$ cat config.mk
export PLATFORM = sky130hd
export DESIGN_NAME = uart_rx_flat
export DESIGN_NICKNAME = d
export VERILOG_FILES = /design/src/rtl/uart_pkg.sv /design/src/rtl/uart_rx_if.sv /design/src/rtl/uart_sync2.sv /design/src/rtl/uart_rx.sv /design/src/flat_wrapper.sv
export SDC_FILE = /design/constraint.sdc
export NUM_CORES = 1
export LEC_CHECK = 0
export BUFFER_PORTS_ARGS = -buffer_cell sky130_fd_sc_hd__buf_2
export CAP_MARGIN = 20
export CORE_MARGIN = 1.5
export CORE_UTILIZATION = 40
export CTS_BUF_LIST = sky130_fd_sc_hd__clkbuf_16
export CTS_CLUSTER_SIZE = 8
export DETAILED_ROUTE_END_ITERATION = 10
export PLACE_DENSITY = 0.65
export SKIP_LAST_GASP = 1
export SYNTH_ARGS = -nofsm -noshare
export SYNTH_HDL_FRONTEND = slang
export SYNTH_SLANG_ARGS = --single-unit
$ cat constraint.sdc
create_clock -name clk -period 1.7 [get_ports clk]
set_input_delay 0.17 -clock clk [delete_from_list [all_inputs] [get_ports clk]]
set_output_delay 0.17 -clock clk [all_outputs]
set_load 0.005 [all_outputs]
$ cat src/rtl/uart_pkg.sv
// Framing constants and FSM state type shared by the UART receiver and transmitter.
package uart_pkg;

  localparam int unsigned DATA_BITS            = 8;
  localparam int unsigned DEFAULT_CLKS_PER_BIT = 16;

  typedef enum logic [1:0] {
    IDLE,
    START,
    DATA,
    STOP
  } uart_state_t;

endpackage

$ cat src/rtl/uart_rx_if.sv
// Byte hand-off between the UART receiver (master) and its consumer (slave).
interface uart_rx_if;
  import uart_pkg::*;

  logic [DATA_BITS-1:0] data_out;
  logic                 data_valid;
  logic                 data_ready;

  modport master (
    output data_out,
    output data_valid,
    input  data_ready
  );

  modport slave (
    input  data_out,
    input  data_valid,
    output data_ready
  );

endinterface

$ cat src/rtl/uart_sync2.sv
// Two-flop synchronizer for an asynchronous single-bit input.
module uart_sync2 #(
  parameter logic RESET_VAL = 1'b1
) (
  input  logic clk,
  input  logic reset,
  input  logic d,
  output logic q
);

  logic meta;

  always_ff @(posedge clk or posedge reset) begin
    if (reset) begin
      meta <= RESET_VAL;
      q    <= RESET_VAL;
    end else begin
      meta <= d;
      q    <= meta;
    end
  end

endmodule

$ cat src/rtl/uart_rx.sv
// 8N1 UART receiver: start-edge detect, mid-bit sampling, single-byte holding register.
module uart_rx
  import uart_pkg::*;
#(
  parameter int unsigned CLKS_PER_BIT = DEFAULT_CLKS_PER_BIT
) (
  input  logic      clk,
  input  logic      reset,
  input  logic      rx,
  uart_rx_if.master bus,
  output logic      frame_err,
  output logic      overrun
);

  localparam int unsigned CW = $clog2(CLKS_PER_BIT) + 1;
  localparam logic [CW-1:0] HALF_LAST = CW'(CLKS_PER_BIT / 2 - 1);
  localparam logic [CW-1:0] BIT_LAST  = CW'(CLKS_PER_BIT - 1);

  logic rx_s;
  logic rx_prev;

  uart_state_t          state, state_n;
  logic [CW-1:0]        cnt, cnt_n;
  logic [2:0]           bit_idx, bit_idx_n;
  logic [DATA_BITS-1:0] shreg, shreg_n;
  logic                 stop_ok;
  logic                 stop_bad;

  logic [DATA_BITS-1:0] dout;
  logic                 dv;

  uart_sync2 #(.RESET_VAL(1'b1)) u_sync (
    .clk   (clk),
    .reset (reset),
    .d     (rx),
    .q     (rx_s)
  );

  // rx_prev resets low so a start edge needs a high rx_s observed after reset.
  always_ff @(posedge clk or posedge reset) begin
    if (reset) begin
      rx_prev <= 1'b0;
      state   <= IDLE;
      cnt     <= '0;
      bit_idx <= '0;
      shreg   <= '0;
    end else begin
      rx_prev <= rx_s;
      state   <= state_n;
      cnt     <= cnt_n;
      bit_idx <= bit_idx_n;
      shreg   <= shreg_n;
    end
  end

  always_comb begin
    state_n   = state;
    cnt_n     = cnt + 1'b1;
    bit_idx_n = bit_idx;
    shreg_n   = shreg;
    stop_ok   = 1'b0;
    stop_bad  = 1'b0;
    unique case (state)
      IDLE: begin
        cnt_n = '0;
        if (rx_prev && !rx_s) state_n = START;
      end
      START: begin
        if (cnt == HALF_LAST) begin
          cnt_n     = '0;
          bit_idx_n = '0;
          state_n   = rx_s ? IDLE : DATA;
        end
      end
      DATA: begin
        if (cnt == BIT_LAST) begin
          cnt_n     = '0;
          shreg_n   = {rx_s, shreg[DATA_BITS-1:1]};
          bit_idx_n = bit_idx + 3'd1;
          if (bit_idx == 3'd7) state_n = STOP;
        end
      end
      STOP: begin
        if (cnt == BIT_LAST) begin
          cnt_n    = '0;
          state_n  = IDLE;
          stop_ok  = rx_s;
          stop_bad = !rx_s;
        end
      end
      default: state_n = IDLE;
    endcase
  end

  // A delivery coinciding with an accept replaces the consumed byte in place.
  always_ff @(posedge clk or posedge reset) begin
    if (reset) begin
      dout      <= '0;
      dv        <= 1'b0;
      frame_err <= 1'b0;
      overrun   <= 1'b0;
    end else begin
      frame_err <= stop_bad;
      overrun   <= stop_ok && dv && !bus.data_ready;
      if (stop_ok && (!dv || bus.data_ready)) begin
        dout <= shreg;
        dv   <= 1'b1;
      end else if (dv && bus.data_ready) begin
        dv <= 1'b0;
      end
    end
  end

  assign bus.data_out   = dout;
  assign bus.data_valid = dv;

endmodule

$ cat src/flat_wrapper.sv
// flat-port wrapper written by rule: the top's interface ports become plain ports
module uart_rx_flat import uart_pkg::*;
#(
  parameter int unsigned CLKS_PER_BIT = DEFAULT_CLKS_PER_BIT
)
  (clk, reset, rx, frame_err, overrun, bus_data_out, bus_data_valid, bus_data_ready);
  uart_rx_if bus_i ();
  input  logic clk;
  input  logic reset;
  input  logic rx;
  output logic frame_err;
  output logic overrun;
  output wire logic [$bits(bus_i.data_out)-1:0] bus_data_out;
  output wire logic [$bits(bus_i.data_valid)-1:0] bus_data_valid;
  input wire logic [$bits(bus_i.data_ready)-1:0] bus_data_ready;
  assign bus_data_out = bus_i.data_out;
  assign bus_data_valid = bus_i.data_valid;
  assign bus_i.data_ready = bus_data_ready;
  uart_rx #(.CLKS_PER_BIT(CLKS_PER_BIT)) u_core (.clk(clk), .reset(reset), .rx(rx), .bus(bus_i), .frame_err(frame_err), .overrun(overrun));
endmodule
[Yosys cells after proc, flatten, opt, wreduce, memory -nomap -nowiden]
Cells that the tools add are included.
Storage, ports and cells
  register bits after elaboration: 32
  output and inout bits: 11
  word-level logic and storage cells: 59
Operators by class
  add/sub/neg operators: 2
  equal/unequal tests: 11
  muxes and demuxes: 19
  reductions and logical operators: 16
Operators by type and width (number)
  $pmux 5 s3: 1
  $mux 2: 6
  $mux 5: 2
  $ne 2x1->1 const B: 5
  $pmux 2 s4: 1
  $mux 1: 6
  $mux 3: 2
  $pmux 3 s2: 1
  $add 5x1->5 const B: 1
  $eq 5x3->1 const B: 1
  $eq 5x4->1 const B: 1
  $logic_and 1x1->1: 5
  $reduce_and 5->1: 1
  $eq 2x2->1 const B: 2
  $reduce_bool 2->1: 2
  $add 3x1->3 const B: 1
  $eq 3x3->1 const B: 1
  $logic_not 1->1: 3
  $reduce_and 3->1: 1
  $eq 2x1->1 const B: 1
  $logic_not 2->1: 1
  $reduce_and 2->1: 1
  $reduce_or 2->1: 1
  $logic_or 1x1->1: 1

[Depth between registers and ports, before layout]
  depth after elaboration: 5
  depth in mapped cells: 5
  depth with buffers taken out: 5

[Cells and area by module]
Synthesis repeated with hierarchy kept, for this count alone.
Second synthesis, totals
  cell total of the unflattened synthesis: 106
  area total of the unflattened synthesis: 1465.2 um^2
Modules (own cells, without submodules)
  uart_rx: times used 1, cells each 103, area each 1408.9 um^2, seq. area each 750.7 um^2
  uart_sync2: times used 1, cells each 3, area each 56.3 um^2, seq. area each 52.6 um^2

[Worst setup path after synthesis]
Ideal clock, no wire load.
  kind: register -> register
  start point: register u_core.cnt[0]
  end point: register u_core.dout[0] (netlist: u_core.bus.data_out[0])
  setup time: 0.125 ns
  data arrival time: 1.660 ns
  data required time: 1.575 ns
  path slack: -0.085 ns
  stages on the path, launching flop included: 5
  period minus slack after synthesis: 1.785 ns
  cells stage by stage: dfrtp_1 ha_1 nand4b_2 nor4b_4 mux2_2
Between the ends
  longest elaborated chain between the ends: 4
RTL lines
  from (decl): line uart_rx.sv:23  | logic [CW-1:0] cnt, cnt_n;
  from (signal assigned): line uart_rx.sv:50  | cnt <= cnt_n;
  $eq 5x4->1: line uart_rx.sv:84  | if (cnt == BIT_LAST) begin
  $mux 1: line uart_rx.sv:84
  $mux 1: line uart_rx.sv:63  | unique case (state)
  $logic_and 1x1->1: line uart_rx.sv:105  | if (stop_ok && (!dv || bus.data_ready)) begin
  to (signal assigned): line uart_rx.sv:106  | dout <= shreg;
  to (decl): line uart_rx.sv:29  | logic [DATA_BITS-1:0] dout;
Every way passes these cells.
A chain may end at the register's enable or synchronous reset.

[Final worst setup path]
  start point: register u_core.cnt[0]
  end point: register u_core.dout[6] (netlist: u_core.bus.data_out[6])
Same word-level chain as after synthesis.

==> run metrics <==
post-route ant nets=0; Post-synth EDFFs=0; Die Y-Extent=61.2 um; Residual DRC=0; initial antenna violation count=0; Post-Layout Cell Count=174; CTS Sinks=32; hold path depth=3; Worst path slowest cell=dfrtp_1; hold path endpoint=u_core.overrun; Clock Root Buffer=clkbuf_16; worst-skew pair later-pin latency=between 0.2 and 0.3 ns; Final Skew=0.00703 ns; reg2reg end=u_core.bus.data_out[6]; peak supply drop=0.867 mV; main flop type after synthesis=dfrtp_1; Post-layout nets=137; core area=about 3100 um2; cells after synthesis=100; Startpoint Class=flip-flop; FFs w/ async S/R, synth=between 90% and 100%; grt total ovfl=0; die boundary width=between 60 and 70 um; warnings from Yosys=0; minimum clock period=1.62 ns; total power=2440 uW; outcome=finished clean; Placer Congestion=about 0.8; vias=847; Max Cap Viol=0; PwrDens=1400 nW/um2; H-tree depth=2; post-CTS setup buffer count=0; leakage=0.000930 uW; Slew @ Worst Pin=roughly 0.38 ns; CTS clk-pin slew, worst paths=0.05 ns; Die ar.=between 3000 and 4000 um2; post-synthesis cell area=1360 um2; vias in the first global route=836; post-synth net total=108; Synth top area share=55.4%; Synth area leaders=dfrtp_1 55%, mux2_2 14%, dfstp_2 3.9%; Syn Area/Cell=13.6 um2; most frequent cells after synthesis=30 x dfrtp_1, 17 x mux2_2, 5 x nor2_1, 4 x ha_1, 4 x inv_1; Worst slew margin=between 70 and 80%; synthesized flop and latch total=32; share of layout cells above drive strength 1=43.1%; drt pass-1 iters=4; Final Util=56.0%; Layout fillers=roughly 260; post-synthesis sequential area ratio=59.2%; crit path max fanout=8; critical path's largest stage delay=0.40 ns; CP cell instances=ha_4 -> nand4b_4 -> nor4b_4 -> buf_6 -> mux2_2; r2r setup slk=about 0.082 ns; worst r2r src=u_core.cnt[0]; HP Class=in -> reg; global-route wire length before repair=3940 um; Setup TNS=0 ns; TritonCTS buffer count=5; arrival time worst endpoint=around 1.8 ns; Final Cycle Share=95.2%; Synth cell types=33; Fmax=0.618 GHz; setup violators final=0; Worst Min Path Start=bus_data_ready; CP endpoint kind=flip-flop; leading area contributor after synthesis=dfrtp_1; Max clock buf depth=2; Fin. Hold Viols=0; gr usage total=15.0%; row cnt=20; largest net degree at the start of global routing=33; Boundary Pins=15; worst endpoint required time=1.85 ns; Syn-to-layout area delta=29.2%; Via density=a little under 5; most frequent cell after synthesis=dfrtp_1; WL final=around 2200 um; 1st-iter DRT viols=22; worst reg-to-reg path cell count=5; Cells after DPL=164; Inserted Diodes=0; hpwl dp=~1600 um; Setup CP Type=reg -> reg; DR WL/cell=12.9 um; CTS tree=yes; Port Buffer Count=14; max-slew violations=0; Initial Utilization=43.4%; unrepaired setup endpoints after global routing=no
==> metrics by stage <==
stage / hold WS, ns / worst slack, ns / instance area [um2]
floorplan: 0.174 / 0.0119 / 1380
global placement: 0.268 / 0.0407 / 1560
detailed placement: 0.268 / 0.00250 / 1560
CTS: 0.180 / 0.0459 / 1750
global route: 0.221 / 0.0141 / 1750
finish: 0.179 / 0.0822 / 1750
==> critical path: cells and delay by family, from the launching register on <==
kind | cells | cell delay (ns)
buffers and inverters | 1 | 0.18
AND/OR/NAND/NOR | 2 | 0.40
multiplexers | 1 | 0.33
adder cells (fa/ha/maj) | 1 | 0.18
flip-flops | 1 | 0.40
==> layer usage <==
| layer | routed length [um] | part of all wire [%] | vias to the layer above | track usage [%] |
|---|---|---|---|---|
| met5 | 0 | 0 | - | 0 |
| met2 | 1090 | 49 | 18 | 22.9 |
| met3 | 117 | 5.2 | 6 | 6.30 |
| met1 | 990 | 44 | 405 | 18.1 |
| met4 | 50 | 2.2 | 0 | 7.45 |
| li1 | - | - | 418 | - |
==> layout make-up <==
cell class,instances,area (um2),area share (%)
Sequential cell,32,803,45.9
Clock buffer,5,125,7.14
Timing Repair Buffer,27,176,10.1
Tap cell,44,55.1,3.14
Clock inverter,3,38.8,2.21
Multi-Input combinational cell,59,538,30.7
Inverter,4,15.0,0.857
==> how the worst max path moves through the flow <==
stage | slack [ns] | endpoint | start | depth (start not counted)
4_1_cts | 0.05 | u_core.bus.data_out[6] | u_core.cnt[0] | 5
2_1_floorplan | 0.01 | u_core.bus.data_out[0] | u_core.cnt[0] | 4
3_3_place_gp | 0.04 | u_core.shreg[0] | u_core.cnt[0] | 4
6_report | 0.08 | u_core.bus.data_out[6] | u_core.cnt[0] | 5
3_5_place_dp | 0.002 | u_core.shreg[6] | u_core.cnt[0] | 4
5_1_grt | 0.01 | u_core.bus.data_out[0] | u_core.cnt[0] | 5
==> sequential cells by signal, indices dropped and copies added, names as in the netlist, 3 cells and up, named ones only <==
register and count:
u_core.bus.data_out 8, u_core.bit_idx 3, u_core.cnt 5, u_core.shreg 8
==> power by group <==
part	leakage [uW]	internal, uW	switching, uW
Sequential	0.000426	850	102
Clock	0.0000850	681	300
Combinational	0.000419	266	246
==> logic make-up (layout without fill, tap and decap cells) <==
family | Yosys count | in the layout | synth area share [%]
flops | 32 | 32 | 59.2
simple gates | 26 | 26 | 13.6
buf+inv | 9 | 39 | 2.77
mux | 17 | 17 | 14.1
xor+xnor | 2 | 2 | 1.29
compound gates | 10 | 10 | 5.35
fa+ha+maj | 4 | 4 | 3.69
==> repair_timing <==
item / in CTS / in global routing
hold buffers: 2 / 0
pin swaps: 0 / 0
resized for setup: 1 / 1
endpoints found under the hold margin: 31 / 0
endpoints found under the setup margin: 5 / 6
==> cells in the final DEF, fill, tap and decap left out, types with 2 or more instances in the layout <==
cell type	Yosys	final
clkbuf_16	0	5
nor2b_1	2	2
dfrtp_1	30	30
nor2_1	5	5
a21oi_1	2	2
inv_1	4	5
a22o_1	2	2
buf_2	3	14
and3b_1	2	2
mux2_2	17	17
nand2b_1	2	2
ha_1	4	3
nand3_1	2	2
dlygate4sd3_1	0	2
buf_4	0	10
nand2_1	3	3
dfstp_2	2	2
Power figures use the tool's default switching activity.
